### src/rtl/phy_pkg.sv
// Purpose: shared PHY receiver definitions (state encoding, default symbols).
// Contents:
//   rx_state_t - receiver FSM states HUNT / ALIGN / LOCKED
//   COMMA_SYM  - default 8-bit alignment symbol
//   IDLE_SYM   - default 8-bit idle symbol
package phy_pkg;

    typedef enum logic [1:0] {
        ST_HUNT   = 2'd0,
        ST_ALIGN  = 2'd1,
        ST_LOCKED = 2'd2
    } rx_state_t;

    localparam logic [7:0] COMMA_SYM = 8'hBC;
    localparam logic [7:0] IDLE_SYM  = 8'h7C;

endpackage

### src/rtl/serial_paralelo_sync_if.sv
// Purpose: serial input / parallel output bundle of the receiver.
// Signals:
//   data_in  - serial bit stream, MSB first (source -> receiver)
//   data_out - last forwarded data word (receiver -> sink)
//   valid    - one-cycle strobe, data_out refreshed
//   idle     - last aligned word while locked was the idle symbol
//   active   - receiver locked
// Modports: master = bit source / word sink, slave = receiver.
interface serial_paralelo_sync_if #(
    parameter int unsigned WIDTH = 8
);

    logic             data_in;
    logic [WIDTH-1:0] data_out;
    logic             valid;
    logic             idle;
    logic             active;

    modport master (
        output data_in,
        input  data_out,
        input  valid,
        input  idle,
        input  active
    );

    modport slave (
        input  data_in,
        output data_out,
        output valid,
        output idle,
        output active
    );

endinterface

### src/rtl/sp_word_aligner.sv
// Purpose: serial shift window and word-phase counter for the receiver.
// Ports:
//   clk_32f         - bit-rate clock
//   reset           - synchronous active-high reset
//   i_data          - serial bit, shifted in at the LSB every cycle
//   i_realign       - restart phase: bit_cnt becomes 1 on this edge
//   i_hunt          - every cycle is a word candidate
//   o_word          - current WIDTH-bit window (registered)
//   o_boundary_c    - this cycle holds a candidate word
//   o_comma_hit_c   - current window equals the comma symbol
module sp_word_aligner
    import phy_pkg::*;
#(
    parameter int unsigned       WIDTH = 8,
    parameter logic [WIDTH-1:0]  COMMA = WIDTH'(COMMA_SYM)
) (
    input  logic             clk_32f,
    input  logic             reset,
    input  logic             i_data,
    input  logic             i_realign,
    input  logic             i_hunt,
    output logic [WIDTH-1:0] o_word,
    output logic             o_boundary_c,
    output logic             o_comma_hit_c
);

    localparam int unsigned      CNT_W      = $clog2(WIDTH);
    localparam logic [CNT_W-1:0] LAST_PHASE = CNT_W'(WIDTH - 1);

    logic [WIDTH-1:0] r_sr;
    logic [CNT_W-1:0] r_bit_cnt;

    // Serial window, shifts in all states.
    always_ff @(posedge clk_32f) begin
        if (reset) begin
            r_sr <= '0;
        end else begin
            r_sr <= {r_sr[WIDTH-2:0], i_data};
        end
    end

    // Word phase; a comma detected this cycle completed on the previous
    // edge, so the restart value is 1 to land the next boundary WIDTH bits on.
    always_ff @(posedge clk_32f) begin
        if (reset) begin
            r_bit_cnt <= '0;
        end else if (i_realign) begin
            r_bit_cnt <= CNT_W'(1);
        end else if (r_bit_cnt == LAST_PHASE) begin
            r_bit_cnt <= '0;
        end else begin
            r_bit_cnt <= r_bit_cnt + CNT_W'(1);
        end
    end

    assign o_word        = r_sr;
    assign o_boundary_c  = i_hunt | (r_bit_cnt == '0);
    assign o_comma_hit_c = (r_sr == COMMA);

endmodule

### src/rtl/serial_paralelo_sync.sv
// Purpose: serial-to-parallel receiver with comma alignment, lock
//          qualification, starvation-based loss of lock and idle flagging.
// Ports:
//   clk_32f - bit-rate clock, all logic on posedge
//   reset   - synchronous active-high reset
//   bus     - slave side of serial_paralelo_sync_if
//             (data_in in; data_out, valid, idle, active out)
module serial_paralelo_sync
    import phy_pkg::*;
#(
    parameter int unsigned       WIDTH      = 8,
    parameter logic [WIDTH-1:0]  COMMA      = WIDTH'(COMMA_SYM),
    parameter logic [WIDTH-1:0]  IDLE       = WIDTH'(IDLE_SYM),
    parameter int unsigned       LOCK_COUNT = 4,
    parameter int unsigned       MAX_GAP    = 16
) (
    input  logic                  clk_32f,
    input  logic                  reset,
    serial_paralelo_sync_if.slave bus
);

    localparam int unsigned COMMA_W = $clog2(LOCK_COUNT + 1);
    localparam int unsigned GAP_W   = $clog2(MAX_GAP + 1);

    // Elaboration-time parameter sanity.
    if (COMMA == IDLE) begin : g_bad_symbols
        $error("serial_paralelo_sync: COMMA and IDLE must differ");
    end
    if (WIDTH < 4) begin : g_bad_width
        $error("serial_paralelo_sync: WIDTH must be at least 4");
    end
    if (LOCK_COUNT < 1 || MAX_GAP < 1) begin : g_bad_counts
        $error("serial_paralelo_sync: LOCK_COUNT and MAX_GAP must be at least 1");
    end

    rx_state_t          r_state;
    rx_state_t          w_state_nxt;
    logic [COMMA_W-1:0] r_comma_cnt;
    logic [COMMA_W-1:0] w_comma_cnt_nxt;
    logic [GAP_W-1:0]   r_gap_cnt;
    logic [GAP_W-1:0]   w_gap_cnt_nxt;
    logic [WIDTH-1:0]   r_data_out;
    logic [WIDTH-1:0]   w_data_out_nxt;
    logic               r_valid;
    logic               w_valid_nxt;
    logic               r_idle;
    logic               w_idle_nxt;
    logic               r_active;
    logic               w_active_nxt;
    logic               w_realign;
    logic               w_hunt;
    logic               w_boundary;
    logic               w_comma_hit;
    logic [WIDTH-1:0]   w_word;

    assign w_hunt = (r_state == ST_HUNT);

    sp_word_aligner #(
        .WIDTH (WIDTH),
        .COMMA (COMMA)
    ) u_aligner (
        .clk_32f       (clk_32f),
        .reset         (reset),
        .i_data        (bus.data_in),
        .i_realign     (w_realign),
        .i_hunt        (w_hunt),
        .o_word        (w_word),
        .o_boundary_c  (w_boundary),
        .o_comma_hit_c (w_comma_hit)
    );

    // State, counters and output registers.
    always_ff @(posedge clk_32f) begin
        if (reset) begin
            r_state     <= ST_HUNT;
            r_comma_cnt <= '0;
            r_gap_cnt   <= '0;
            r_data_out  <= '0;
            r_valid     <= 1'b0;
            r_idle      <= 1'b0;
            r_active    <= 1'b0;
        end else begin
            r_state     <= w_state_nxt;
            r_comma_cnt <= w_comma_cnt_nxt;
            r_gap_cnt   <= w_gap_cnt_nxt;
            r_data_out  <= w_data_out_nxt;
            r_valid     <= w_valid_nxt;
            r_idle      <= w_idle_nxt;
            r_active    <= w_active_nxt;
        end
    end

    // Next-state and next-output decode; only boundary cycles act.
    always_comb begin
        w_state_nxt     = r_state;
        w_comma_cnt_nxt = r_comma_cnt;
        w_gap_cnt_nxt   = r_gap_cnt;
        w_data_out_nxt  = r_data_out;
        w_valid_nxt     = 1'b0;
        w_idle_nxt      = r_idle;
        w_active_nxt    = r_active;
        w_realign       = 1'b0;

        unique case (r_state)
            ST_HUNT: begin
                if (w_boundary && w_comma_hit) begin
                    w_realign       = 1'b1;
                    w_comma_cnt_nxt = COMMA_W'(1);
                    if (LOCK_COUNT == 1) begin
                        w_state_nxt   = ST_LOCKED;
                        w_gap_cnt_nxt = '0;
                        w_active_nxt  = 1'b1;
                    end else begin
                        w_state_nxt = ST_ALIGN;
                    end
                end
            end

            ST_ALIGN: begin
                if (w_boundary) begin
                    if (w_comma_hit) begin
                        w_comma_cnt_nxt = r_comma_cnt + COMMA_W'(1);
                        if (r_comma_cnt == COMMA_W'(LOCK_COUNT - 1)) begin
                            w_state_nxt   = ST_LOCKED;
                            w_gap_cnt_nxt = '0;
                            w_active_nxt  = 1'b1;
                        end
                    end else begin
                        w_state_nxt     = ST_HUNT;
                        w_comma_cnt_nxt = '0;
                    end
                end
            end

            ST_LOCKED: begin
                if (w_boundary) begin
                    if (w_comma_hit) begin
                        // Comma classification takes priority over idle.
                        w_gap_cnt_nxt = '0;
                        w_idle_nxt    = 1'b0;
                    end else begin
                        if (w_word == IDLE) begin
                            w_idle_nxt = 1'b1;
                        end else begin
                            w_data_out_nxt = w_word;
                            w_valid_nxt    = 1'b1;
                            w_idle_nxt     = 1'b0;
                        end
                        w_gap_cnt_nxt = r_gap_cnt + GAP_W'(1);
                        // Starvation: this word is still forwarded, but lock
                        // and the idle flag drop on the same edge.
                        if (r_gap_cnt == GAP_W'(MAX_GAP - 1)) begin
                            w_state_nxt     = ST_HUNT;
                            w_active_nxt    = 1'b0;
                            w_idle_nxt      = 1'b0;
                            w_gap_cnt_nxt   = '0;
                            w_comma_cnt_nxt = '0;
                        end
                    end
                end
            end

            default: begin
                w_state_nxt     = ST_HUNT;
                w_comma_cnt_nxt = '0;
                w_gap_cnt_nxt   = '0;
                w_active_nxt    = 1'b0;
                w_idle_nxt      = 1'b0;
            end
        endcase
    end

    assign bus.data_out = r_data_out;
    assign bus.valid    = r_valid;
    assign bus.idle     = r_idle;
    assign bus.active   = r_active;

endmodule

### src/flat_wrapper.sv
// flat-port wrapper written by rule: the top's interface ports become plain ports
module serial_paralelo_sync_flat import phy_pkg::*;
#(
    parameter int unsigned       WIDTH      = 8,
    parameter logic [WIDTH-1:0]  COMMA      = WIDTH'(COMMA_SYM),
    parameter logic [WIDTH-1:0]  IDLE       = WIDTH'(IDLE_SYM),
    parameter int unsigned       LOCK_COUNT = 4,
    parameter int unsigned       MAX_GAP    = 16
)
  (clk_32f, reset, bus_data_in, bus_data_out, bus_valid, bus_idle, bus_active);
  serial_paralelo_sync_if #(.WIDTH(WIDTH)) bus_i ();
  input  logic clk_32f;
  input  logic reset;
  input wire logic [$bits(bus_i.data_in)-1:0] bus_data_in;
  output wire logic [$bits(bus_i.data_out)-1:0] bus_data_out;
  output wire logic [$bits(bus_i.valid)-1:0] bus_valid;
  output wire logic [$bits(bus_i.idle)-1:0] bus_idle;
  output wire logic [$bits(bus_i.active)-1:0] bus_active;
  assign bus_i.data_in = bus_data_in;
  assign bus_data_out = bus_i.data_out;
  assign bus_valid = bus_i.valid;
  assign bus_idle = bus_i.idle;
  assign bus_active = bus_i.active;
  serial_paralelo_sync #(.WIDTH(WIDTH), .COMMA(COMMA), .IDLE(IDLE), .LOCK_COUNT(LOCK_COUNT), .MAX_GAP(MAX_GAP)) u_core (.clk_32f(clk_32f), .reset(reset), .bus(bus_i));
endmodule
### config.mk
export PLATFORM = sky130hd
export DESIGN_NAME = serial_paralelo_sync_flat
export DESIGN_NICKNAME = d
export VERILOG_FILES = /design/src/rtl/phy_pkg.sv /design/src/rtl/serial_paralelo_sync_if.sv /design/src/rtl/sp_word_aligner.sv /design/src/rtl/serial_paralelo_sync.sv /design/src/flat_wrapper.sv
export SDC_FILE = /design/constraint.sdc
export NUM_CORES = 1
export LEC_CHECK = 0
export CORE_MARGIN = 2
export CORE_UTILIZATION = 50
export DETAILED_ROUTE_END_ITERATION = 8
export PLACE_DENSITY = 0.72
export RECOVER_POWER = 25
export SKIP_LAST_GASP = 1
export SLEW_MARGIN = 10
export SYNTH_ARGS = -nofsm -noshare
export SYNTH_HDL_FRONTEND = slang
export SYNTH_SLANG_ARGS = --single-unit
### constraint.sdc
create_clock -name clk_32f -period 2.9 [get_ports clk_32f]
set_input_delay 0.58 -clock clk_32f [delete_from_list [all_inputs] [get_ports clk_32f]]
set_output_delay 0.58 -clock clk_32f [all_outputs]
set_load 0.1 [all_outputs]
; ---- Word-level counts from Yosys, hierarchy flattened
; Cells that the tools add are included.
[totals]
output_inout_bits = 11
inputBits = 3
regBits = 32
elab_cells = 86
[classes]
muxes = 39
add_sub_neg = 3
n_bitwise = 7
n_reduce_logical = 12
eq_ne = 15
[ops]
columns = operator, n
row1 = two-way mux 5 bit, 6
row2 = two-way mux 3 bit, 6
row3 = two-way mux 1 bit, 15
row4 = one-hot mux 5 bit (3 select lines), 1
row5 = two-way mux 2 bit, 7
row6 = != test 2 x 1 -> 1 bit (second input constant), 6
row7 = AND reduction 5 bit, 2
row8 = one-hot mux 3 bit (3 select lines), 1
row9 = == test 8 x 7 -> 1 bit (second input constant), 1
row10 = == test 8 bit (second input constant), 1
row11 = AND reduction 7 bit, 1
row12 = adder 3 x 1 -> 3 bit (second input constant), 2
row13 = inverter 1 bit, 6
row14 = one-hot mux 2 bit (3 select lines), 1
row15 = AND reduction 6 bit, 1
row16 = adder 5 x 1 -> 5 bit (second input constant), 1
row17 = == test 5 x 4 -> 1 bit (second input constant), 1
row18 = AND reduction 4 bit, 1
row19 = OR reduction 4 bit, 1
row20 = == test 3 x 2 -> 1 bit (second input constant), 1
row21 = == test 3 bit (second input constant), 1
row22 = logical NOT 3 bit, 1
row23 = != test 3 bit (second input constant), 1
row24 = one-hot mux 1 bit (3 select lines), 1
row25 = 10 further kinds, 10

; ---- Depth between registers and ports, before layout
; Gate-level depths: netlist of the first run.
[logic_depth]
depth_word = 6
mapped_depth = 8

; ---- Hierarchy
; Synthesis of the first run repeated with hierarchy kept, for this count alone.
[unflattened]
cells_unflattened = 155
hier_area_um2 = 1480.2
[modules_own_cells]
columns = mod, cells_each, n_inst, seq_area_each_um2, area_each_um2
row1 = serial_paralelo_sync, 121, 1, 420.4, 1081.0
row2 = sp_word_aligner, 34, 1, 220.2, 399.1

; ---- Worst setup path after synthesis of the first run
; No wires, ideal clock.
[synth_path]
kind = register -> register
from = reg u_core.u_aligner.r_bit_cnt[0]
to = reg u_core.r_gap_cnt[3]
stages_incl_launch_ff = 8
arrival_ps = 1731
setup_slack_ps = 1100
cell_sequence = dfxtp_1 > inv_1 > ha_1 > nor2b_1 > nand2_1 > or4_4 > or3_1 > o21ai_1
[synth_between]
elab_chain_len = 4
word_cells_on_any_way = 5
cone_classes = eq/ne: 2 / bitwise: 1 / reduce/logical: 2
[synth_rtl]
columns = item, line
row1 = start: declaration, sp_word_aligner.sv:31  ; logic [CNT_W-1:0] r_bit_cnt;
row2 = start signal: assignment, sp_word_aligner.sv:52  ; r_bit_cnt <= r_bit_cnt + CNT_W'(1);
row3 = logical NOT 3 bit (*), sp_word_aligner.sv:57  ; assign o_boundary_c = i_hunt | (r_bit_cnt == '0);
row4 = bitwise OR 1 bit (*), sp_word_aligner.sv:57
row5 = != test 2 x 1 -> 1 bit (no line), n/a
row6 = AND reduction 5 bit (no line) (*), n/a
row7 = end signal: assignment, serial_paralelo_sync.sv:85  ; r_gap_cnt <= w_gap_cnt_nxt;
row8 = end: declaration, serial_paralelo_sync.sv:40  ; logic [GAP_W-1:0] r_gap_cnt;
; Mark *: on every way between the ends. The rest lies on a longest branch, timed or not.
; A chain may end at the register's enable or synchronous reset.

==> impl_results.md, run 1 <==
- Seq/Total Area, Yosys: 0.462
- CP arrival: 2.57 ns
- Count of non-filler cells in the finished layout: 193
- Dpl hpwl: 1780 um
- Setup violators final: 0
- Final slew viol count: 0
- Post-synth cell types: 39
- CP Buf/Inv Count: 2
- Setup WS pre-CTS: 0.830 ns
- Dpl cells: 185
- DIE WIDTH: 56.7 um
- Hold WC Path Type: flop to flop
- Iteration count of the initial detailed-routing pass: 4
- CTS tree: yes
- CP Launch Type: primary input
- PwrDens: 480 nW/um2
- GRT Util Overall: 0.177
- DRC: 0
- Synth warn: 0
- Largest delay share family, worst path: buffers and inverters
- N_diodes: 0
- Initial antenna violation count: 0
- Area Overhead vs Synth: 12.3%
- Clock-pin slew on the worst setup and hold paths: 0.09 ns
- Peak VDD IR: 453 uV
- Slowest-stage cell, CP: clkbuf_1
- Core ar.: 2690 um2
- Hold Vio Cnt, Final: 0
- Slowest stage delay, CP: 0.88 ns
- Routed vias: 1045
- Die area: 3210 um2
- RSZ-0062 raised after global routing: no
- First-pass GRT wire length: 4410 um
- Rel. slew slack: 0.207
- Clk_lat worst skew: 0.33 ns
- Max Cap Viol: 0
- Clock Skew: 0.0124 ns
- Crit. End Element: flop
- Drt total wl: 2430 um
- Syn Std Cell Area: 1390 um2
- Post-layout worst setup margin: 0.524 ns
- Nets@finish: 170
- Syn nets: 156
- Syn Area/Cell: 9.43 um2
- Post-CTS Setup Inserts: 0
- Worst slew pin tran: 1.19 ns
- Largest net degree at the start of global routing: 31
- Htree depth: 2
- M1 wire length: 1150 um
- Crit Path Class: primary input to flop
- Peak Freq: 421 MHz
- Die height: 56.7 um
- Synthesized instance count: 147
- Minimum clock period: 2.38 ns
- Max Fanout on Critical Path: 30
- Root Buffer: clkbuf_4
- Hold_buf cts: 0
- IO buf count: 13
- Worst path required time: 3.10 ns
- Final period utilization: 0.819
- Boundary pin count: 14
- GRT Residual Overflow: 0
- Row Count: 19
- Post-synth EDFFs: 0
- DRT iter0 DRCs: 29
- DRT antenna net count: 0
- Initial Util: 0.516
- Met3 routed wirelength: 109 um
- Core Util, Final: 0.579
- Ratio of cells with drive above 1 in the final layout: 0.123
- Sink Count: 32
- Setup tns final: 0 ns
- Yosys reg bits: 32
- Highest metal used: met4
- Vias in the first global route: 1008
- CTS Buffer Depth: 2
- Placer Congestion: 0.862
- Met2 routed WL: 1130 um
- Leakage: 0.624 nW
- FFs w/ async S/R, synth: 0
- Total CTS buffers: 5
- Dominant register cell in the synthesized netlist: dfxtp_1
- Status: finished clean
- Critical Path, Cell by Cell: clkdlybuf4s50_1, clkbuf_1, nor2_1, a32oi_1, o22ai_1
- PostCTS Resize Cnt: 0
- Vias/cell: 5.41
- Routed len/inst: 12.6 um
-- sequential cells by signal, indices dropped and copies added (netlist names) --
register and flops:
u_core.bus.idle 1, u_core.r_state 2, u_core.u_aligner.r_bit_cnt 3, u_core.r_gap_cnt 5, u_core.bus.active 1, u_core.r_comma_cnt 3, u_core.bus.data_out 8, u_core.bus.valid 1
u_core.u_aligner.o_word 8
-- logic make-up (layout without fill, tap and decap cells) --
| group | count (synthesis) | after routing | synth area share |
|---|---|---|---|
| simple gates | 63 | 63 | 0.264 |
| xor+xnor | 2 | 2 | 0.0126 |
| mux | 8 | 8 | 0.0578 |
| fa+ha+maj | 6 | 6 | 0.0542 |
| buf+inv | 11 | 26 | 0.0352 |
| compound gates | 25 | 25 | 0.114 |
| flops | 32 | 32 | 0.462 |
-- stage by stage --
stage | hold slack (ns) | cell area, um2 | total power (W)
floorplan | 0.449 | 1390 | 0.000482
global placement | 0.457 | 1500 | 0.000491
detailed placement | 0.462 | 1500 | 0.000492
CTS | 0.475 | 1560 | 0.000760
global route | 0.495 | 1560 | 0.000782
finish | 0.467 | 1560 | 0.000748
-- tightest hold or removal path, delay by kind of cell, from the launching register on --
kind	cells	cell delay (ns)
AO/OA/AOI/OAI	1	0.05
flip-flops	1	0.33
AND/OR/NAND/NOR	1	0.05
-- cell usage in the layout (no fill, tap or decap), types with 3 or more instances in the layout --
master | netlist | final
dfxtp_1 | 32 | 32
nor2_1 | 16 | 16
nor2b_1 | 12 | 12
buf_4 | 0 | 10
a21oi_1 | 8 | 8
mux2i_1 | 8 | 8
o21ai_0 | 6 | 6
ha_1 | 6 | 6
nand2_1 | 5 | 5
nor3_1 | 5 | 5
clkbuf_4 | 0 | 5
inv_1 | 4 | 4
nand3_1 | 4 | 4
nand2b_1 | 4 | 4
clkbuf_1 | 6 | 3
-- metal layers --
layer	track usage	up-vias
met1	0.214	478
li1	-	543
met3	0.0622	6
met5	0	-
met2	0.281	18
met4	0.0782	0
-- synth_stat cells, drive strengths merged (4+ instances only) --
| cell | n | share of area |
|---|---|---|
| nand2 | 5 | 0.014 |
| nand3 | 4 | 0.014 |
| a21oi | 9 | 0.035 |
| nor2 | 16 | 0.043 |
| inv | 4 | 0.011 |
| nor2b | 12 | 0.054 |
| ha | 6 | 0.054 |
| dfxtp | 32 | 0.46 |
| clkbuf | 6 | 0.016 |
| nor3 | 5 | 0.018 |
| o21ai | 7 | 0.025 |
| mux2i | 8 | 0.058 |
| nand2b | 4 | 0.018 |
-- path summary, 6_finish.rpt --
path,from,end,slack [ns],depth (start not counted)
worst max-delay path,reset,u_core.bus.active,0.52,5
worst min-delay path,u_core.bus.idle,u_core.bus.idle,0.47,2
worst max register to register,u_core.u_aligner.r_bit_cnt[0],u_core.bus.data_out[7],0.80,7
worst min register to register,u_core.bus.idle,u_core.bus.idle,0.47,2
-- report_power, final --
group	switching (W)	total, W	internal, W
logic	0.0000189	0.0000322	0.0000133
registers	0.00000403	0.000449	0.000445
clock network	0.000148	0.000266	0.000119
-- area by class of cell --
class / count / area (um2)
timing repair buffer: 14 / 103
clock inverter: 1 / 7.51
multi-input combinational: 104 / 697
sequential: 32 / 641
inverter: 4 / 15.0
clock buffer: 7 / 55.1
fill: 246 / 1130
tap: 31 / 38.8
Power figures use the tool's default switching activity.
==> run 2: changes to the inputs <==
clock period = 2.5 ns   (was 2.9 ns; I/O delays follow)
==> run 2 against run 1 <==
Against the previous run: wire length grew 8.5%; setup slack lost 0.047 ns; hold slack gained 0.0047 ns; clock skew shrank 0.0055 ns; power grew 26%; sequential power grew 16%; die area is the same; register-to-register slack lost 0.20 ns; count of clock-buffer cells in the layout shrank 1; non-clock buffer count grew 2; cell area grew 1.8%.
==> impl_results.md, run 2 (synthesized netlist as in run 1, its figures left out) <==
- Crit. End Element: primary output
- CTS Buffer Depth: 2 (unchanged)
- Routed len/inst: 13.5 um (+7.4%)
- Max Fanout on Critical Path: 2 (-93%)
- Largest net degree at the start of global routing: 31 (unchanged)
- Row Count: 19 (unchanged)
- Die area: 3210 um2 (unchanged)
- Critical Path, Cell by Cell: clkbuf_1
- Peak Freq: 494 MHz
- Final period utilization: 0.809
- Vias in the first global route: 1081 (+7.2%)
- Hold Vio Cnt, Final: 0 (unchanged)
- Routed vias: 1070 (+2.4%)
- PwrDens: 595 nW/um2 (+24%)
- Slowest-stage cell, CP: clkbuf_1
- CTS tree: yes
- DRC: 0 (unchanged)
- CP Launch Type: flop
- Drt total wl: 2640 um (+8.5%)
- Die height: 56.7 um (unchanged)
- Clock Skew: 0.00695 ns (-0.00546 ns)
- RSZ-0062 raised after global routing: no
- Sink Count: 32 (unchanged)
- First-pass GRT wire length: 4620 um (+4.7%)
- Dpl cells: 187 (+1.1%)
- Clk pwr share: 0.403 (+0.047)
- Max Cap Viol: 0 (unchanged)
- Boundary pin count: 14 (unchanged)
- Core ar.: 2690 um2 (unchanged)
- Rel. slew slack: 0.225 (+0.0185)
- Placer Congestion: 0.831 (-3.6%)
- Sequential Power Share: 0.552 (-0.049)
- Most frequent cells in the layout: dfxtp_1 (32), nor2_1 (16), nor2b_1 (12), buf_4 (12)
- Initial antenna violation count: 0 (unchanged)
- Min-Delay Path Depth: 2 (unchanged)
- Leakage: 0.645 nW (+3.3%)
- N_diodes: 0 (unchanged)
- DIE WIDTH: 56.7 um (unchanged)
- IO buf count: 13 (unchanged)
- Critical R2R Capture: u_core.bus.data_out[4]
- Final slew viol count: 0 (unchanged)
- CP arrival: 1.52 ns (-1.05 ns)
- Htree depth: 2 (unchanged)
- Hold WC Path Type: flop to flop
- R2R Path Start: u_core.u_aligner.r_bit_cnt[0]
- Initial Util: 0.516 (unchanged)
- Hold_buf cts: 0 (unchanged)
- Ratio of cells with drive above 1 in the final layout: 0.134 (+0.0107)
- Area Overhead vs Synth: 14.4%
- R2r setup slk: 0.60 ns (-0.20 ns)
- GRT Residual Overflow: 0 (unchanged)
- Total CTS buffers: 5 (unchanged)
- Hold Slack: 0.472 ns (+0.00472 ns)
- Root Buffer: clkbuf_4
- Crit Path Class: flop to primary output
- NetSw: 0.000199 W (+16%)
- Final instance area: 1590 um2 (+1.8%)
- Peak VDD IR: 425 uV (-6.3%)
- WHS Endpoint: u_core.bus.idle
- Largest delay share family, worst path: buffers and inverters
- Worst min-delay path startpoint: u_core.bus.idle
- Setup violators final: 0 (unchanged)
- Clk_lat worst skew: 0.33 ns (about the same)
- Most common cell after layout, fill and taps aside: dfxtp_1
- Iteration count of the initial detailed-routing pass: 4 (unchanged)
- Logic pwr share: 0.045 (+0.002)
- Pint: 0.000745 W (+29%)
- CP Buf/Inv Count: 1 (-1)
- Count of non-filler cells in the finished layout: 195 (+1.0%)
- Dpl hpwl: 1940 um (+9.3%)
- Minimum clock period: 2.02 ns
- Worst path required time: 2.00 ns (-1.10 ns)
- Status: finished clean
- DRT antenna net count: 0 (unchanged)
- R2r worst-path depth: 8 (+1)
- PostCTS Resize Cnt: 0 (unchanged)
- Worst slew pin tran: 1.17 ns (-0.0227 ns)
- Vias/cell: 5.49 (+1.3%)
- Nets@finish: 172 (+1.2%)
- Slowest stage delay, CP: 0.86 ns (-0.02 ns)
- GRT Util Overall: 0.187 (+0.0102)
- Post-DP Area: 1520 um2 (+1.0%)
- Sw Share: 0.211 (-0.0177)
- DRT iter0 DRCs: 22 (-24%)
- Setup tns final: 0 ns (unchanged)
- Post-CTS Setup Inserts: 0 (unchanged)
- Clock-pin slew on the worst setup and hold paths: 0.09 ns (about the same)
[run 2: metrics by stage]
step	total power, W	util	worst slack, ns
global route	0.000981	0.590	0.386
CTS	0.000954	0.593	0.571
finish	0.000943	0.590	0.478
detailed placement	0.000576	0.565	0.566
global placement	0.000573	0.565	0.605
floorplan	0.000559	-	0.700
[run 2: worst max-delay path by stage]
stage | startpoint | end | slack (ns) | cells past startpoint
after floorplan | u_core.u_aligner.r_bit_cnt[0] | u_core.r_gap_cnt[3] | 0.70 | 7
after global placement | reset | u_core.r_gap_cnt[3] | 0.60 | 4
after detailed placement | reset | u_core.r_gap_cnt[3] | 0.57 | 4
after CTS | u_core.u_aligner.r_bit_cnt[0] | u_core.bus.data_out[4] | 0.57 | 8
after global routing | u_core.u_aligner.r_bit_cnt[0] | u_core.bus.data_out[4] | 0.39 | 8
final | u_core.bus.data_out[0] | bus_data_out[0] | 0.48 | 1
[run 2: area by class of cell]
| class | instances | area, um2 |
|---|---|---|
| timing repair buffer | 16 | 118 |
| sequential | 32 | 641 |
| tap | 31 | 38.8 |
| inverter | 4 | 15.0 |
| multi-input combinational | 104 | 697 |
| clock inverter | 2 | 35.0 |
| fill | 231 | 1100 |
| clock buffer | 6 | 41.3 |
[run 2: per-layer routing]
layer	GRT usage	up-vias	wire length (um)
li1	-	550	-
met1	0.214	490	1220
met2	0.319	25	1270
met3	0.0484	5	114
met4	0.0918	0	38
met5	0	-	0
[run 2: power groups by stage]
stage | combinational [W] | clock (W) | sequential [W]
finish | 0.0000421 | 0.000380 | 0.000521
global route | 0.0000490 | 0.000410 | 0.000522
CTS | 0.0000431 | 0.000390 | 0.000521
detailed placement | 0.0000429 | 0 | 0.000533
global placement | 0.0000408 | 0 | 0.000532
floorplan | 0.0000275 | 0 | 0.000531
[run 2: worst min-delay path, stage by stage (launching register included)]
cell and delay, ns:
dfxtp_1 0.33, nand2_1 0.06, a21oi_1 0.05
